===== config.mk =====
export PLATFORM = sky130hd
export DESIGN_NAME = trace_vector_writer
export DESIGN_NICKNAME = d
export VERILOG_FILES = /design/src/rtl/trace_vector_writer.sv
export SDC_FILE = /design/constraint.sdc
export NUM_CORES = 1
export LEC_CHECK = 0
export CAP_MARGIN = 20
export CORE_MARGIN = 2
export CORE_UTILIZATION = 30
export DETAILED_ROUTE_END_ITERATION = 8
export HOLD_SLACK_MARGIN = 0.05
export PLACE_DENSITY = 0.45
export SETUP_SLACK_MARGIN = 0.3
export SLEW_MARGIN = 20
export SYNTH_ARGS = -nofsm -noshare
export SYNTH_HDL_FRONTEND = slang
export SYNTH_SLANG_ARGS = --single-unit
export TNS_END_PERCENT = 30

===== constraint.sdc =====
create_clock -name clk -period 3.73 [get_ports clk]
set_input_delay 0.5595 -clock clk [delete_from_list [all_inputs] [get_ports clk]]
set_output_delay 0.5595 -clock clk [all_outputs]
set_load 0.02 [all_outputs]

===== src/rtl/trace_vector_writer.sv =====
// ============================================================================
// trace_vector_writer: captures {a, b, y} tuples into a buffer, then drains
// them as MSB-first packed words over a valid/ready stream.
// Revision: 1.0
// ============================================================================
`default_nettype none

module trace_vector_writer #(
  parameter int WIDTH_IN  = 8,
  parameter int WIDTH_OUT = 8,
  parameter int DEPTH     = 16
) (
  input  logic                              clk,
  input  logic                              reset,
  input  logic                              start,
  input  logic                              stop,
  input  logic                              cap_valid,
  input  logic [WIDTH_IN-1:0]               cap_a,
  input  logic [WIDTH_IN-1:0]               cap_b,
  input  logic [WIDTH_OUT-1:0]              cap_y,
  output logic                              out_valid,
  input  logic                              out_ready,
  output logic [2*WIDTH_IN+WIDTH_OUT-1:0]   out_data,
  output logic                              out_last,
  output logic [$clog2(DEPTH):0]            count,
  output logic                              busy,
  output logic                              overflow
);

  localparam int VEC_W = 2*WIDTH_IN + WIDTH_OUT;
  localparam int AW    = $clog2(DEPTH);
  localparam int CW    = AW + 1;

  typedef enum logic [1:0] {
    IDLE    = 2'd0,
    CAPTURE = 2'd1,
    DRAIN   = 2'd2
  } state_t;

  state_t          state_q, state_d;
  logic [CW-1:0]   count_q, count_d;
  logic [AW-1:0]   rd_ptr_q, rd_ptr_d;
  logic            overflow_q, overflow_d;
  logic            wr_en;
  logic            last;

  logic [VEC_W-1:0] mem_q [DEPTH];

  // count doubles as the write pointer: it never wraps within a run.
  always_ff @(posedge clk) begin
    if (wr_en) begin
      mem_q[count_q[AW-1:0]] <= {cap_a, cap_b, cap_y};
    end
  end

  assign last = (state_q == DRAIN) && ({1'b0, rd_ptr_q} == (count_q - CW'(1)));

  always_comb begin
    state_d    = state_q;
    count_d    = count_q;
    rd_ptr_d   = rd_ptr_q;
    overflow_d = overflow_q;
    wr_en      = 1'b0;
    case (state_q)
      IDLE: begin
        if (start) begin
          state_d    = CAPTURE;
          count_d    = '0;
          overflow_d = 1'b0;
        end
      end
      CAPTURE: begin
        if (cap_valid) begin
          wr_en   = 1'b1;
          count_d = count_q + CW'(1);
        end
        if (count_d == CW'(DEPTH)) begin
          state_d  = DRAIN;
          rd_ptr_d = '0;
        end else if (stop) begin
          state_d  = (count_d == '0) ? IDLE : DRAIN;
          rd_ptr_d = '0;
        end
      end
      DRAIN: begin
        if (cap_valid) begin
          overflow_d = 1'b1;
        end
        if (out_ready) begin
          if (last) begin
            state_d = IDLE;
          end else begin
            rd_ptr_d = rd_ptr_q + AW'(1);
          end
        end
      end
      default: begin
        state_d = IDLE;
      end
    endcase
  end

  always_ff @(posedge clk) begin
    if (!reset) begin
      state_q    <= IDLE;
      count_q    <= '0;
      rd_ptr_q   <= '0;
      overflow_q <= 1'b0;
    end else begin
      state_q    <= state_d;
      count_q    <= count_d;
      rd_ptr_q   <= rd_ptr_d;
      overflow_q <= overflow_d;
    end
  end

  assign busy      = (state_q != IDLE);
  assign out_valid = (state_q == DRAIN);
  assign out_last  = last;
  assign out_data  = out_valid ? mem_q[rd_ptr_q] : '0;
  assign count     = count_q;
  assign overflow  = overflow_q;

endmodule

`default_nettype wire


==> reports/results.md <==
### GRT
* **Congestion Overflow GR** 0
* **global-route wire length before repair** 54000 um
* **number of antenna violations at the first check in global routing** 3
* **All-Layer GR Usage** 14.0%
* **pin count of the biggest net entering global routing** 58
* **via count of the first global-routing pass** 7942

### Pwr
* **sequential share of power** 52.9%
* **LEAKAGE** 5.78 nW
* **relative contribution of the clock network to total power** 44.7%
* **power density relative to cell area** 497 nW/um^2
* **Switching Fraction** 19.2%
* **Int Power** 7.55 mW
* **IR Drop Worst-Case VDD** 261 uV
* **combinational fraction of design power** 2.4%
* **power spent charging and discharging nets** 1.79 mW

### Synthesis
* **count of distinct cell types in the synthesized netlist** 41
* **Synth async-reset ratio** 0%
* **Synth Cell Area** 15600 um^2
* **syn avg cell area** 22.4 um^2
* **gate count after technology mapping** 698
* **part of the Yosys area used for sequential elements** 75.8%
* **Post-synth top flop** sky130_fd_sc_hd__edfxtp_1
* **Synth area leaders** sky130_fd_sc_hd__edfxtp_1 74%, sky130_fd_sc_hd__mux4_2 17%, sky130_fd_sc_hd__dfxtp_1 2.0%
* **dominant cell type by area after synthesis** sky130_fd_sc_hd__edfxtp_1
* **number of enable flip-flop cells after synthesis** 384
* **top cell type's share of synthesized area** 73.7%
* **number of warning messages in the yosys log** 0
* **syn nets** 734
* **number of register bits inferred by synthesis** 400

### Routing
* **number of routed nets with antenna violations** 0
* **number of vias after detailed routing** 7294
* **overall routed net length** 37000 um
* **vias per cell** 4.83
* **initial detailed-routing violation count** 615
* **DRC** 0
* **detailed-route wire length per cell** 24.5 um
* **drt first pass iters** 6

### STA
* **worst relative slew slack** 52.0%
* **number of setup violations in the final report** 0
* **Max Clock Skew** 0.00957 ns
* **RSZ-0062 raised after global routing** true
* **worst hold slack after final layout** 0.494 ns
* **Final Max Tran Viols** 0
* **final hold violation count** 0
* **highest achievable clock rate** 280 MHz
* **crit path time final** 3.57 ns
* **setup TNS after final layout** 0 ns
* **actual transition at the worst max-transition pin** 0.720 ns
* **period utilisation layout** 95.8%

### Placement
* **routability cong.** 0.679
* **PortBufs** 62
* **half-perimeter wire length after placement** 19000 um

### Clock tree
* **clock slew seen by the registers of the worst setup and hold paths** 0.06 ns
* **clock tree from TritonCTS** built
* **Max Root-Sink Buffers** 3
* **total clock buffers created by CTS** 43
* **Worst-Skew Late Latency** 0.54 ns
* **count of H-tree levels built during CTS** 2
* **Clock Root Buffer** sky130_fd_sc_hd__clkbuf_16
* **CTS sink count** 400

### Worst setup path
* **maximum net fanout on the critical path** 19
* **data required time of the worst path** 3.17 ns
* **Worst Setup Start Kind** flip-flop
* **critical path capture point type** output pin
* **critical path start-end classification** reg -> out
* **critical path arrival** 3.02 ns

### Final layout
* **fraction of layout cells with a size suffix above 1** 28.4%
* **area added between synthesis and finish** 20.3%
* **number of diodes added for antenna fixing** 0
* **commonest non-fill, non-tap cell in the layout** sky130_fd_sc_hd__edfxtp_1
* **Net count, final** 835
* **FILL cells** 4634
* **highest-count cells in the layout ignoring fill and taps** 384 x sky130_fd_sc_hd__edfxtp_1, 120 x sky130_fd_sc_hd__mux4_2, 49 x sky130_fd_sc_hd__clkdlybuf4s50_1

### Die
* **number of cell rows** 83
* **die area** 54000 um^2
* **number of ports placed on the die boundary** 63
* **Die Y-Extent** 232 um
* **core box area** 51400 um^2
* **die outline width** 232 um
* **Initial Util** 30.4%

### Min path
* **class of the tightest hold or removal check** reg -> reg

### Run status
* **status** finished clean

### Flow run
* **max_cap viols** 0

Yosys cell counts, types with 2 or more instances:
| library cell | count |
|---|---|
| sky130_fd_sc_hd__a21oi_1 | 7 |
| sky130_fd_sc_hd__a22oi_1 | 4 |
| sky130_fd_sc_hd__and2_1 | 25 |
| sky130_fd_sc_hd__buf_1 | 2 |
| sky130_fd_sc_hd__buf_12 | 4 |
| sky130_fd_sc_hd__buf_2 | 12 |
| sky130_fd_sc_hd__buf_6 | 2 |
| sky130_fd_sc_hd__clkbuf_1 | 19 |
| sky130_fd_sc_hd__dfxtp_1 | 16 |
| sky130_fd_sc_hd__edfxtp_1 | 384 |
| sky130_fd_sc_hd__ha_1 | 6 |
| sky130_fd_sc_hd__inv_1 | 9 |
| sky130_fd_sc_hd__mux4_2 | 120 |
| sky130_fd_sc_hd__nand2_1 | 6 |
| sky130_fd_sc_hd__nand2b_1 | 5 |
| sky130_fd_sc_hd__nand3_1 | 8 |
| sky130_fd_sc_hd__nor2_1 | 24 |
| sky130_fd_sc_hd__nor2b_1 | 2 |
| sky130_fd_sc_hd__nor3_1 | 9 |
| sky130_fd_sc_hd__o21ai_0 | 4 |
| sky130_fd_sc_hd__o21ai_1 | 2 |
| sky130_fd_sc_hd__o22ai_1 | 3 |
| sky130_fd_sc_hd__o41ai_1 | 2 |
| sky130_fd_sc_hd__xnor2_1 | 2 |
| sky130_fd_sc_hd__xor2_1 | 5 |
per-layer routing:
metal  wire, um  vias up  track usage, %
met3       1420       59            2.49
met1      15100     3947            17.2
met2      19700      154            25.3
li1           -     3128               -
met5         36        -               0
met4        737        6            3.57
final cells by class:
cell class	count	area (um^2)	area share [%]
clock buffer	56	1150	6.14
clock inverter	21	225	1.20
inverter	9	33.8	0.180
multi-input combinational	250	3620	19.2
sequential	400	11900	63.1
tap	680	851	4.52
timing repair buffer	95	1060	5.64
worst paths after layout:
check / startpoint / cells past startpoint / slack [ns] / to
setup / recovery: flip-flop / 6 / 0.16 / out_data[14]
hold / removal: overflow / 2 / 0.49 / overflow
setup reg to reg: count[2] / 7 / 0.93 / flip-flop
hold reg to reg: overflow / 2 / 0.49 / overflow
critical path, stage by stage, from the launching register on:
cell                              delay, ns
sky130_fd_sc_hd__dfxtp_4               0.44
sky130_fd_sc_hd__buf_12                0.14
sky130_fd_sc_hd__buf_16                0.19
sky130_fd_sc_hd__mux4_2                0.53
sky130_fd_sc_hd__mux4_2                0.47
sky130_fd_sc_hd__and2_1                0.17
sky130_fd_sc_hd__clkdlybuf4s50_1       0.53
what timing repair did:
action                     4_1_cts  5_1_grt
setup endpoints to repair       25       19
setup buffers                    2        0
gates resized for setup         17        5
hold buffers                     0        0
cloned                           3        0
registers in the layout (all words and copies together), names as in the netlist, named ones only:
register / flops
rd_ptr_q: 4
overflow: 1
count: 5
state_q: 2
mem_q: 384
cells by family after synthesis:
family          synth area share (%)
simple gates                    2.71
xor+xnor                       0.392
flops                           75.8
mux                             17.3
fa+ha+maj                      0.480
buf+inv                         1.76
compound gates                  1.51
metrics by stage:
step / util (%) / worst slack (ns) / instances / power, mW / area, um^2
after floorplan: - / 0.515 / 698 / 5.14 / 15600
after global placement: 33.6 / 0.641 / 1429 / 5.25 / 17300
after detailed placement: 33.6 / 0.618 / 1429 / 5.26 / 17300
after CTS: 36.6 / 0.0845 / 1511 / 9.45 / 18800
after global routing: 36.6 / 0.0410 / 1511 / 9.63 / 18800
final: 36.6 / 0.155 / 1511 / 9.34 / 18800
power by group through the flow:
| stage | sequential [mW] | clock (mW) | combinational [mW] |
|---|---|---|---|
| after global placement | 5.03 | 0 | 0.216 |
| after floorplan | 5.03 | 0 | 0.101 |
| after global routing | 4.94 | 4.44 | 0.250 |
| after CTS | 4.94 | 4.28 | 0.233 |
| final | 4.94 | 4.17 | 0.228 |
| after detailed placement | 5.03 | 0 | 0.226 |
Note: power is estimated with default switching activity, not from simulation.
